File: config.mk
export PLATFORM = sky130hd
export DESIGN_NAME = home_event_scheduler
export DESIGN_NICKNAME = d
export VERILOG_FILES = /design/src/rtl/home_event_scheduler.sv
export SDC_FILE = /design/constraint.sdc
export NUM_CORES = 1
export LEC_CHECK = 0
export CORE_AREA = 3 3 52 54
export DETAILED_ROUTE_END_ITERATION = 8
export DIE_AREA = 0 0 55 57
export GPL_ROUTABILITY_DRIVEN = 1
export PLACE_DENSITY = 0.71
export SLEW_MARGIN = 25
export SYNTH_ARGS = -nofsm -noshare
export SYNTH_HDL_FRONTEND = slang
export SYNTH_SLANG_ARGS = --single-unit
File: constraint.sdc
create_clock -name clk -period 1.7 [get_ports clk]
set_input_delay 0.425 -clock clk [delete_from_list [all_inputs] [get_ports clk]]
set_output_delay 0.425 -clock clk [all_outputs]
set_load 0.005 [all_outputs]
File: src/rtl/home_event_scheduler.sv
// -----------------------------------------------------------------------------
// home_event_scheduler
//
// Purpose:
//   Round-robin event scheduler for a home automation controller. It serves
//   N_SENSORS discrete sensor channels plus a heater channel and a cooler
//   channel. The heater and cooler requests come from programmable temperature
//   thresholds with hysteresis. A scan pointer visits the channels in order.
//   Each granted event is shown on the display for exactly HOLD_CYCLES cycles,
//   and the pointer then moves past the served channel. This rotation keeps
//   service fair and stops any channel from starving.
//
// Ports:
//   clk          in   1           system clock
//   reset        in   1           synchronous, active-high reset
//   sensors      in   N_SENSORS   level request per sensor channel
//   ST           in   1           temperature sensor enable
//   temperature  in   TEMP_W      current temperature (unsigned)
//   display      out  CODE_W      0 = idle, i+1 = sensor i,
//                                 N+1 = heater, N+2 = cooler
//   actuator     out  NCH         one-hot of display-1, zero when idle
//   busy         out  1           FSM is not in IDLE
//
// Configuration:
//   HES_PREEMPT_EN  When defined, a front-door request (sensor 0) preempts the
//                   event currently held. sensor 0 is then granted at once
//                   with a fresh hold period and the pointer is reset to 0.
//                   When undefined, sensor 0 waits for its round-robin turn.
// -----------------------------------------------------------------------------
module home_event_scheduler #(
    parameter  int N_SENSORS   = 5,
    parameter  int TEMP_W      = 6,
    parameter  int TEMP_LO     = 18,
    parameter  int TEMP_HI     = 30,
    parameter  int HYST        = 2,
    parameter  int HOLD_CYCLES = 4,
    localparam int NCH         = N_SENSORS + 2,
    localparam int CODE_W      = $clog2(NCH + 1)
) (
    input  logic                 clk,
    input  logic                 reset,
    input  logic [N_SENSORS-1:0] sensors,
    input  logic                 ST,
    input  logic [TEMP_W-1:0]    temperature,
    output logic [CODE_W-1:0]    display,
    output logic [NCH-1:0]       actuator,
    output logic                 busy
);

    // -------------------------------------------------------------------------
    // Derived constants
    // -------------------------------------------------------------------------
    localparam int PTR_W = $clog2(NCH);
    localparam int HC_W  = (HOLD_CYCLES > 1) ? $clog2(HOLD_CYCLES) : 1;

    localparam logic [TEMP_W-1:0] HEAT_ON_T  = TEMP_W'(TEMP_LO);
    localparam logic [TEMP_W-1:0] HEAT_OFF_T = TEMP_W'(TEMP_LO + HYST);
    localparam logic [TEMP_W-1:0] COOL_ON_T  = TEMP_W'(TEMP_HI);
    localparam logic [TEMP_W-1:0] COOL_OFF_T = TEMP_W'(TEMP_HI - HYST);

    localparam logic [PTR_W-1:0]  PTR_LAST   = PTR_W'(NCH - 1);
    localparam logic [HC_W-1:0]   HOLD_LOAD  = HC_W'(HOLD_CYCLES - 1);
    localparam logic [CODE_W-1:0] CODE_FRONT = CODE_W'(1);

    typedef enum logic [1:0] {
        IDLE = 2'd0,
        SCAN = 2'd1,
        HOLD = 2'd2
    } state_t;

    // -------------------------------------------------------------------------
    // State
    // -------------------------------------------------------------------------
    state_t                 state_q,    state_d;
    logic [PTR_W-1:0]       ptr_q,      ptr_d;
    logic [CODE_W-1:0]      display_q,  display_d;
    logic [HC_W-1:0]        hold_cnt_q, hold_cnt_d;
    logic [N_SENSORS-1:0]   req_q;
    logic                   heat_req_q, heat_req_d;
    logic                   cool_req_q, cool_req_d;

    logic [NCH-1:0]         req_vec;
    logic                   any_req;
    logic [PTR_W-1:0]       ptr_inc;
    logic                   preempt;

    // -------------------------------------------------------------------------
    // Thermal hysteresis
    // A request sets once the temperature crosses its threshold. It clears only
    // after the temperature has moved HYST degrees back. This band stops the
    // heater or cooler from chattering around the threshold. Dropping ST
    // clears both requests at once.
    // -------------------------------------------------------------------------
    always_comb begin
        heat_req_d = heat_req_q;
        cool_req_d = cool_req_q;

        if (!ST) begin
            heat_req_d = 1'b0;
        end else if (temperature < HEAT_ON_T) begin
            heat_req_d = 1'b1;
        end else if (temperature >= HEAT_OFF_T) begin
            heat_req_d = 1'b0;
        end

        if (!ST) begin
            cool_req_d = 1'b0;
        end else if (temperature > COOL_ON_T) begin
            cool_req_d = 1'b1;
        end else if (temperature <= COOL_OFF_T) begin
            cool_req_d = 1'b0;
        end
    end

    // -------------------------------------------------------------------------
    // Request vector and pointer arithmetic
    // -------------------------------------------------------------------------
    assign req_vec = {cool_req_q, heat_req_q, req_q};
    assign any_req = |req_vec;
    assign ptr_inc = (ptr_q == PTR_LAST) ? '0 : ptr_q + PTR_W'(1);

`ifdef HES_PREEMPT_EN
    // The front door is treated as an emergency. It takes over any hold that
    // is not already showing the front door itself.
    assign preempt = (state_q == HOLD) && req_q[0] && (display_q != CODE_FRONT);
`else
    assign preempt = 1'b0;
`endif

    // -------------------------------------------------------------------------
    // Scheduler FSM: next-state logic
    // -------------------------------------------------------------------------
    always_comb begin
        state_d    = state_q;
        ptr_d      = ptr_q;
        display_d  = display_q;
        hold_cnt_d = hold_cnt_q;

        case (state_q)
            IDLE: begin
                // The pointer stays where it is, so service resumes at the
                // channel after the one served last.
                if (any_req) begin
                    state_d = SCAN;
                end
            end

            SCAN: begin
                if (!any_req) begin
                    state_d = IDLE;
                end else if (req_vec[ptr_q]) begin
                    display_d  = CODE_W'(ptr_q) + CODE_W'(1);
                    hold_cnt_d = HOLD_LOAD;
                    state_d    = HOLD;
                end else begin
                    ptr_d = ptr_inc;
                end
            end

            HOLD: begin
                if (preempt) begin
                    display_d  = CODE_FRONT;
                    ptr_d      = '0;
                    hold_cnt_d = HOLD_LOAD;
                end else if (hold_cnt_q != '0) begin
                    hold_cnt_d = hold_cnt_q - HC_W'(1);
                end else begin
                    // The hold has run its full length, whatever the request
                    // did meanwhile. Move past the served channel so every
                    // other requester is visited before this one again.
                    display_d = '0;
                    ptr_d     = ptr_inc;
                    state_d   = any_req ? SCAN : IDLE;
                end
            end

            default: begin
                state_d   = IDLE;
                display_d = '0;
            end
        endcase
    end

    // -------------------------------------------------------------------------
    // Registers
    // -------------------------------------------------------------------------
    always_ff @(posedge clk) begin
        if (reset) begin
            state_q    <= IDLE;
            ptr_q      <= '0;
            display_q  <= '0;
            hold_cnt_q <= '0;
            req_q      <= '0;
            heat_req_q <= 1'b0;
            cool_req_q <= 1'b0;
        end else begin
            state_q    <= state_d;
            ptr_q      <= ptr_d;
            display_q  <= display_d;
            hold_cnt_q <= hold_cnt_d;
            req_q      <= sensors;
            heat_req_q <= heat_req_d;
            cool_req_q <= cool_req_d;
        end
    end

    // -------------------------------------------------------------------------
    // Outputs
    // The actuator is decoded straight from the display register. It
    // therefore changes in the same cycle as the display and depends only on
    // that one register.
    // -------------------------------------------------------------------------
    genvar gi;
    generate
        for (gi = 0; gi < NCH; gi++) begin : g_act
            assign actuator[gi] = (display_q == CODE_W'(gi + 1));
        end
    endgenerate

    assign display = display_q;
    assign busy    = (state_q != IDLE);

endmodule

==> results by group <==
Timing
  – Final Skew: 0.00334 ns
  – Setup tns final: -0.162 ns
  – WHS: 0.467 ns
  – Endpoints failing hold: 0
  – Slew Viols, Final: 0
  – Worst slew pin tran: 0.428 ns
  – RSZ-0062 raised after global routing: true
  – Achievable Freq: 566 MHz
  – Final min period: 1.77 ns
  – Fin crit share: 104%
  – Final WS setup: -0.0675 ns
  – Final number of setup-violating endpoints: 3
  – Worst relative slew slack: 71.5%

Detailed routing
  – Routed vias: 871
  – Antenna Nets Post-Route: 0
  – Drt total wl: 2020 um
  – # DRC: 0
  – 1st-iter DRT viols: 9
  – Post-DR wirelength/cell: 12.0 um
  – Drt pass-1 iters: 4
  – Vias per cell: 5.18

Logic synthesis
  – Cell Area, Synth: 957 sq um
  – Register bit total from synthesis: 17
  – Synth Instances: 100
  – Syn Nets: 117
  – Synth Warn #: 0
  – Mean area per synthesized cell: 9.57 sq um
  – Register area share after synthesis: 35.6%
  – Library cells used by synthesis: 38

Final layout
  – Fin cells: 168
  – Fillers: 208
  – Ant diodes: 0
  – Share of post-route cells with drive strength above 1: 30.0%
  – Layout net count: 158
  – Most frequent cells in the layout: clkdlybuf4s50_1, buf_4, dfxtp_1
  – Syn-to-layout area delta: 46.9%

Setup path
  – CP Launch Type: register
  – Slowest-stage cell, CP: mux4_2
  – R2R Path Start: ptr_q[2]
  – Crit-path cells: mux2_4 > mux4_2 > a21o_1 > a221oi_2
  – R2R Setup Slk: -0.07 ns
  – RR Endpoint: state_q[0]
  – CP arrival: 1.98 ns
  – Worst path max stage delay: 0.55 ns
  – CP max FO: 6
  – CP Class: register to register
  – CP required: 1.91 ns
  – Worst-case reg-to-reg path depth: 4
  – CP endpoint kind: register

Place
  – Placed cells: 158
  – I/O Buffers: 24
  – Pre-CTS setup slack: -0.0978 ns
  – HPWL Detailed: 1530 um
  – GPL Wtd Cong: 0.798

Job
  – Max-Cap Viols: 0

CTS
  – CTS max path bufs: 2
  – CTS clk-pin slew, worst paths: 0.10 ns
  – H-tree Lvls: 1
  – CTS Sinks: 17
  – Later-pin clock latency in the skew report: 0.29 ns
  – Inserted Clock Buffers: 3
  – Root Driver: clkbuf_4
  – Number of hold buffers added after cts: 0
  – CTS tree: done

Run status
  – Failing checks: negative setup slack
  – Status: complete, but fails checks

GRT
  – Vias in the first global route: 831
  – Gr usage total: 15.2%
  – First-pass GRT wire length: 3470 um
  – Pin count of the biggest net entering global routing: 11
  – Grt total ovfl: 0
  – Initial antenna violation count: 0

Floorplan
  – Die Wd: 55 um
  – Die Ht: 57 um
  – IO Pins: 25
  – DIE AREA: 0.00314 sq mm
  – Core area: 0.00225 sq mm
  – Effective utilization at floorplan: 42.5%
  – Row count: 17

Power and ir drop
  – Peak supply drop: 0.000499 V
  – Tot Pwr: 999 uW
  – Power per Cell Area: 711 mW/mm^2
  – Leakage: 0.000631 uW

Min path
  – WHS Path Cells: 1
  – Hold crit path type: register to register
  – Hold endpoint: hold_cnt_q[0]
  – Start point of the worst hold path: hold_cnt_q[0]
==> area by class of cell <==
cell class	count	area, sq um	area share [%]
Clock inverter	1	5.00	0.356
Sequential cell	17	357	25.4
Timing Repair Buffer	40	353	25.1
Clock buffer	3	22.5	1.60
Tap cell	28	35.0	2.49
Multi-Input combinational cell	75	619	44.0
Inverter	4	15.0	1.07
==> worst max-delay path: cells and delay by family (launching register included) <==
family          cells  cell delay, ns
mux                 2            0.85
flops               1            0.40
compound gates      2            0.44
==> through the flow <==
stage                     instance area, sq um  util (%)
final                                     1410      62.4
after global routing                      1410      62.4
after floorplan                            958         -
after global placement                    1290      57.2
after detailed placement                  1290      57.2
after CTS                                 1370      60.9
==> flip-flops by register name, indices dropped and copies added, names as in the netlist <==
signal / flops
heat_req_q: 1
req_q: 5
hold_cnt_q: 2
ptr_q: 3
cool_req_q: 1
display: 3
state_q: 2
==> Yosys cell counts, drive strengths merged <==
cell,n,area share (%)
inv,4,1.6
mux2,3,3.5
xor2,1,0.92
o21ba,2,2.1
nor2,4,1.6
o31ai,1,0.78
maj3,1,1.0
nor3b,5,3.9
a221oi,2,2.5
ha,3,3.9
nand2,4,1.6
and3,1,0.65
clkbuf,3,1.2
a21o,3,2.4
nor4,1,0.65
nand3,1,0.52
o22ai,1,0.65
nor2b,6,3.9
or4b,1,1.0
or3b,1,0.92
nand2b,6,3.9
a21oi,5,3.0
buf,1,0.78
or2,1,0.65
a211oi,1,0.78
a211o,2,1.8
and3b,3,2.7
nor3,3,1.6
mux4,2,4.7
mux2i,5,5.2
dfxtp,17,36
a41oi,1,0.92
o21ai,3,1.6
o211ai,1,0.78
or3,1,0.65
==> where the power goes <==
part	total, uW	leakage [uW]	internal (uW)	switching [uW]
clock	218	0.0000177	87.6	131
combinational	326	0.000470	181	145
sequential	455	0.000143	430	25.1
==> worst max path at each step <==
stage	cells past startpoint	slack [ns]	end	from
after detailed placement	4	-0.1	hold_cnt_q[1]	ptr_q[2]
after floorplan	4	0.03	state_q[0]	ptr_q[2]
after global routing	4	-0.14	state_q[0]	ptr_q[2]
after global placement	4	-0.03	state_q[0]	ptr_q[2]
after CTS	4	-0.05	state_q[0]	ptr_q[2]
final	4	-0.07	state_q[0]	ptr_q[2]
==> per-layer routing <==
metal	GRT usage, %	vias to the layer above	part of all wire [%]
li1	-	447	-
met1	17.3	396	42
met2	26.0	22	50
met5	0	-	0
met4	8.33	0	2.9
met3	2.35	6	5.1
==> logic make-up after synthesis <==
kind of cell	Yosys count	share of synthesized area, %
buf+inv	8	3.53
mux	10	13.5
xor+xnor	1	0.915
compound gates	22	17.3
simple gates	38	24.3
flops	17	35.6
fa+ha+maj	4	4.97
==> timing repair <==
| item | 4_1_cts | 5_1_grt |
|---|---|---|
| resized for setup | 17 | 11 |
| setup buffers | 6 | 0 |
| pin swaps | 2 | 5 |
| setup endpoints to repair | 16 | 12 |
Note: power is estimated with default switching activity, not from simulation.
